==> config.mk <==
export PLATFORM = sky130hd
export DESIGN_NAME = memchk_table
export DESIGN_NICKNAME = d
export VERILOG_FILES = /design/src/rtl/memwrite_checker_pkg.sv /design/src/rtl/memwrite_checker_table.sv
export SDC_FILE = /design/constraint.sdc
export NUM_CORES = 1
export LEC_CHECK = 0
export ABC_AREA = 1
export CAP_MARGIN = 20
export CORE_MARGIN = 2
export CORE_UTILIZATION = 51
export DETAILED_ROUTE_END_ITERATION = 16
export HOLD_SLACK_MARGIN = 0.02
export PLACE_DENSITY = 0.81
export SYNTH_ARGS = -nofsm -noshare
export SYNTH_HDL_FRONTEND = slang
export SYNTH_SLANG_ARGS = --single-unit
==> constraint.sdc <==
create_clock -name clk -period 5.7 [get_ports clk]
set_input_delay 0.855 -clock clk [delete_from_list [all_inputs] [get_ports clk]]
set_output_delay 0.855 -clock clk [all_outputs]
set_load 0.02 [all_outputs]
==> src/rtl/memwrite_checker_pkg.sv <==
// Shared types for the data-memory write checker: FSM states, failure codes
// and a width helper for table indices.
package memchk_pkg;

    typedef enum logic [1:0] {
        IDLE = 2'd0,
        RUN  = 2'd1,
        PASS = 2'd2,
        FAIL = 2'd3
    } state_t;

    typedef enum logic [1:0] {
        FC_NONE    = 2'd0,
        FC_UNEXP   = 2'd1,
        FC_TIMEOUT = 2'd2
    } fc_t;

    // A one-entry table still needs a 1-bit index so ports never collapse to zero width.
    function automatic int idx_width(input int n);
        return (n > 1) ? $clog2(n) : 1;
    endfunction

endpackage

==> src/rtl/memwrite_checker_table.sv <==
// Expected-write table: entry storage, per-entry matched flags and the
// lowest-index candidate select for both ordered and unordered matching.
module memchk_table
    import memchk_pkg::*;
#(
    parameter int ADDR_W  = 32,
    parameter int DATA_W  = 32,
    parameter int NUM_EXP = 4,
    parameter int ORDERED = 1,
    parameter int IDX_W   = 2,
    parameter int CNT_W   = 3
) (
    input  logic              clk,
    input  logic              reset,
    input  logic              prog_we,
    input  logic [IDX_W-1:0]  prog_idx,
    input  logic [ADDR_W-1:0] prog_adr,
    input  logic [DATA_W-1:0] prog_data,
    input  logic              clr,
    input  logic              take,
    input  logic [ADDR_W-1:0] adr,
    input  logic [DATA_W-1:0] data,
    input  logic [CNT_W-1:0]  num_act,
    input  logic [CNT_W-1:0]  match_count,
    output logic              hit,
    output logic [IDX_W-1:0]  hit_idx
);

    logic [NUM_EXP-1:0][ADDR_W-1:0] ent_adr;
    logic [NUM_EXP-1:0][DATA_W-1:0] ent_data;
    logic [NUM_EXP-1:0]             matched;
    logic [NUM_EXP-1:0]             cand;

    // Table contents have no reset; they are only meaningful once programmed.
    always_ff @(posedge clk) begin
        for (int i = 0; i < NUM_EXP; i++) begin
            if (prog_we && prog_idx == IDX_W'(i)) begin
                ent_adr[i]  <= prog_adr;
                ent_data[i] <= prog_data;
            end
        end
    end

    // Matched flags: cleared on reset and at every run start, set on a taken hit.
    always_ff @(posedge clk) begin
        if (reset || clr)
            matched <= '0;
        else if (take && hit)
            matched[hit_idx] <= 1'b1;
    end

    // Candidate entries: full-width equality, active, and either the next
    // in-order entry or a not-yet-matched entry depending on the mode.
    always_comb begin
        cand = '0;
        for (int i = 0; i < NUM_EXP; i++) begin
            cand[i] = (ent_adr[i] == adr) && (ent_data[i] == data) &&
                      (CNT_W'(i) < num_act) &&
                      ((ORDERED != 0) ? (CNT_W'(i) == match_count) : !matched[i]);
        end
    end

    // Lowest index wins so duplicate table entries are consumed in order.
    always_comb begin
        hit     = 1'b0;
        hit_idx = '0;
        for (int i = NUM_EXP - 1; i >= 0; i--) begin
            if (cand[i]) begin
                hit     = 1'b1;
                hit_idx = IDX_W'(i);
            end
        end
    end

endmodule

== After elaboration in Yosys (flattened, before gate mapping) ==
Index checks and enable logic that the tools add are counted.
Cells by class
  order comparisons: 4
  eq/ne operators: 14
  muxes and demuxes: 8
  reductions and logical operators: 18
Operator list (number)
  32-bit equality test: 8
  1-bit logical AND: 16
  2-bit two-way mux: 4
  2-bit by 3-bit equality test with 1-bit output (first input constant): 2
  1-bit by 3-bit < comparator with 1-bit output (first input constant): 2
  2-bit by 3-bit < comparator with 1-bit output (first input constant): 2
  2-bit equality test (second input constant): 2
  1-bit two-way mux: 4
  1-bit by 3-bit equality test with 1-bit output (first input constant): 1
  3-bit logical NOT: 1
  2-bit by 1-bit equality test with 1-bit output (second input constant): 1
  2-bit logical NOT: 1
Word-level totals
  register bits: 256
  bits of input ports: 141
  word-level logic and storage cells: 52

== Depth between registers and ports, before layout ==
  depth in word-level cells: 8
  gate-level depth with buffers: 13
  depth with buffers taken out: 12

== Worst setup path before layout ==
Ideal clock, no wire load.
  path type: input port to flip-flop
  from: input prog_idx[1]
  to: register ent_adr[0] (netlist name) (enable)
  setup time: 565 ps
  arrival time: 5319 ps
  path slack: -185 ps
  stages on the path: 1
  path buffers: 0
  cells stage by stage: nor3_1
On the way
  longest elaborated chain between the ends: 2
Ends and longest elaborated chain
  start: declaration: RTL line memwrite_checker_table.sv:16  | input logic [IDX_W-1:0] prog_idx,
  2-bit logical NOT: RTL line memwrite_checker_table.sv:37  | if (prog_we && prog_idx == IDX_W'(i)) begin
  1-bit logical AND: RTL line memwrite_checker_table.sv:37
  end signal: indexed assignment: RTL line memwrite_checker_table.sv:38  | ent_adr[i] <= prog_adr;
  end: declaration: RTL line memwrite_checker_table.sv:29  | logic [NUM_EXP-1:0][ADDR_W-1:0] ent_adr;
No other way between the ends.
A chain may end at the register's enable or synchronous reset.

== Final worst setup path ==
  from: input data[23]
  to: output hit
On the way
  longest elaborated chain between the ends: 8
  elaborated cells between the ends (all ways): 20
Ends and longest elaborated chain
  start: declaration: RTL line memwrite_checker_table.sv:22  | input logic [DATA_W-1:0] data,
  32-bit equality test: RTL line memwrite_checker_table.sv:57  | cand[i] = (ent_adr[i] == adr) && (ent_data[i] == data) &&
  1-bit logical AND (2 in series): RTL line memwrite_checker_table.sv:57
  1-bit logical AND: RTL line memwrite_checker_table.sv:58  | (CNT_W'(i) < num_act) &&
  1-bit two-way mux (3 in series): RTL line memwrite_checker_table.sv:68  | if (cand[i]) begin
  1-bit two-way mux *: RTL line memwrite_checker_table.sv:68
  end: declaration: RTL line memwrite_checker_table.sv:25  | output logic hit,
Every way passes the cells marked *; elsewhere a longest branch is shown, timed or not.

==> flow_metrics.py <==
metrics = {
    "run_status": {
        "outcome": "finished, final reports clean",
    },
    "logic_synthesis": {
        "netlist_top_cells_area": "edfxtp_1 64%, nand2_1 16%, nor2_1 4.9%",
        "syn-mean-instance-area_um2": 9.233,
        "ys.flop_type": "edfxtp_1",
        "ys_async_sr_fraction": 0,
        "synth_largest_area_cell": "edfxtp_1",
        "syn-instance-count": 1307,
        "post_synthesis_net_count": 1448,
        "post_synth_edffs": 256,
        "synthTopCellsByCount": "524 x nand2_1, 256 x edfxtp_1, 159 x nor2_1, 152 x inv_1, 57 x inv_2",
        "seq_total_area_yosys": 0.6370,
        "synth.ff_latch_count": 256,
        "synthDistinctLibCells": 19,
        "synth_top_cell_area_share": 0.6370,
        "synth.yosys.warnings": 0,
        "netlist_area_before_placement_um2": 12070,
        "synth.most_common_cell": "nand2_1",
    },
    "cts": {
        "postCtsHoldBufs": 0,
        "clock_tree.htree_level_count": 1,
        "post_cts_clock_slew_at_the_launch_and_capture_registers_of_the_worst_setup_and_hold_paths_ns": 0.06,
        "post_cts_setup_buffer_count": 0,
        "clock_sink_count": 256,
        "cts-resized-gates": 0,
        "cts_tree": "done",
        "tritoncts_buffer_count": 26,
        "cts-root-buf": "clkbuf_16",
        "clk_path_buf_depth": 3,
    },
    "die": {
        "design.portCount": 144,
        "fp-row-count": 56,
        "die_w_um": 157.8,
        "die_h_um": 157.8,
        "die-area_um2": 24910,
        "design.core.area_um2": 23330,
        "initial_utilization": 0.5172,
    },
    "place": {
        "post-dp-hpwl_um": 26680,
        "gp_congestion": 0.9380,
        "place_ws_ns": 1.557,
        "placement.io_buffers": 140,
    },
    "timing": {
        "setup-tns-final_ns": 0,
        "fin_hold_ws_ns": 0.9568,
        "finalHoldViolCount": 0,
        "rsz0062_at_grt": "false",
        "worstMarginPinSlew_ns": 1.026,
        "final_critical_path_setup_slack_ns": 1.483,
        "finish_stage_setup_viols": 0,
        "timing.final.crit_share": 0.7397,
        "layout_min_cycle_time_ns": 4.217,
        "maxSlewViolCount": 0,
        "fmaxAchievable_ghz": 0.2372,
        "timing.slew.headroom": 0.3158,
    },
    "worst_hold_path": {
        "holdCritPathClass": "in2reg",
        "min_delay_path_depth": 1,
        "whs_endpoint": "ent_adr[86]$_DFFE_PP_",
        "worst_hold_startpoint": "prog_adr[22]",
    },
    "final_layout": {
        "final_net_count": 1618,
        "antenna_cells_inserted": 0,
        "layout-drive-gt1-share": 0.07301,
        "areaGrowthSynthToFinish_pct": 22.35,
    },
    "route": {
        "detailed_router_s_first_iteration_violation_count": 1177,
        "totalWireLength_um": 34540,
        "detail_route.wl_per_cell_um": 19.06,
        "drc": 0,
        "routed-via-count": 9196,
        "drt.antenna.violating_nets": 0,
        "mean_number_of_vias_per_cell": 5.075,
        "dr.pass1.iters": 5,
    },
    "critical_path": {
        "arrival_ns": 3.36,
        "critPathSlowestCell": "clkdlybuf4s50_1",
        "critical_path.max_stage_delay_ns": 0.59,
        "critical_path_buf_inv_count": 3,
        "crit_type": "in2out",
        "series_of_cell_instances_along_the_critical_path": "clkdlybuf4s50_1 > xnor2_1 > nand2_1 > nor2_1 > nand2_1 > nor2_1 > nand3_2 > nand2_2 > inv_2 > nand2_2 > clkdlybuf4s50_1",
        "critical_path.startpoint_type": "primary input",
        "required_ns": 4.85,
        "worst_path_dominant_cell_family": "buffers and inverters",
        "cp-end-kind": "output port",
        "worst-path-max-fanout": 5,
    },
    "grt": {
        "total_routing_resource_utilization_after_global_routing": 0.2801,
        "via_count_of_the_first_global_routing_pass": 8692,
        "antenna_found_initial": 0,
        "grt_remaining_overflow": 0,
        "pin_count_of_the_biggest_net_entering_global_routing": 65,
        "grt_first_pass_wirelength_um": 49950,
    },
    "pwr": {
        "worst_ir_drop_vdd_uv": 197.4,
        "power.leakage_uw": 0.006273,
        "power.density_cell_area_nw_per_um2": 296.7,
    },
    "flow_run": {
        "maxCapViolations": 0,
    },
}
[cell type report]
| class | count | area (um2) |
|---|---|---|
| multi-input combinational | 836 | 3613 |
| sequential | 256 | 7687 |
| clock inverter | 13 | 136.4 |
| fill | 1916 | 8567 |
| tap | 319 | 399.1 |
| inverter | 211 | 792.0 |
| timing repair buffer | 146 | 1446 |
| clock buffer | 31 | 690.7 |
[through the flow]
| step | cells | util | power [uW] | area (um2) |
|---|---|---|---|---|
| CTS | 1812 | 0.6328 | 4379 | 14770 |
| detailed placement | 1768 | 0.5974 | 2720 | 13940 |
| finish | 1812 | 0.6328 | 4381 | 14770 |
| global route | 1812 | 0.6328 | 4509 | 14770 |
| floorplan | 1307 | - | 2459 | 12090 |
| global placement | 1768 | 0.5974 | 2707 | 13940 |
[report_power, final]
part / total (uW) / internal, uW / switching, uW
registers: 2220 / 2180 / 40.5
logic: 473 / 182 / 291
clock network: 1690 / 990 / 703
total: 4380 / 3350 / 1030
[worst max path at each step]
stage / start / endpoint / slack, ns / cells after the start
floorplan: prog_idx[1] / ent_adr[100]$_DFFE_PP_ / 1.80 / 2
global placement: data[23] / hit / 1.56 / 11
detailed placement: data[23] / hit / 1.56 / 11
CTS: data[23] / hit / 1.54 / 11
global route: data[31] / hit / 1.38 / 14
finish: data[23] / hit / 1.48 / 11
[registers in the layout (all words and copies together) (netlist names)]
name	flops
ent_data	128
ent_adr	128
[cells by family after synthesis]
kind of cell | Yosys count | share of synthesized area
buffers and inverters | 215 | 0.06729
AO/OA/AOI/OAI | 72 | 0.03059
AND/OR/NAND/NOR | 709 | 0.2252
XOR/XNOR | 55 | 0.03992
flip-flops | 256 | 0.6370
[layout by cell type, fill, tap and decap left out, types with 3 or more instances in the layout]
master and n:
nand2_1 524, edfxtp_1 256, nor2_1 159, inv_1 152, clkdlybuf4s50_1 140, inv_2 57, o21ai_0 53, xnor2_1 41
clkbuf_16 27, xor2_1 14, o21ai_1 12, nand3_1 9, clkinv_1 8, o22ai_1 7, buf_4 6, nand4_1 5
nor3_4 4, clkbuf_1 4, nor2_2 3, clkinv_2 3, bufinv_16 3
[layer usage]
layer / vias up / part of all wire / track usage
li1: 4448 / - / -
met1: 4219 / 0.40 / 0.3916
met2: 482 / 0.48 / 0.4702
met3: 47 / 0.099 / 0.03066
met4: 0 / 0.024 / 0.07403
met5: - / 0 / 0
No activity file was read; power rests on OpenSTA's default activity.
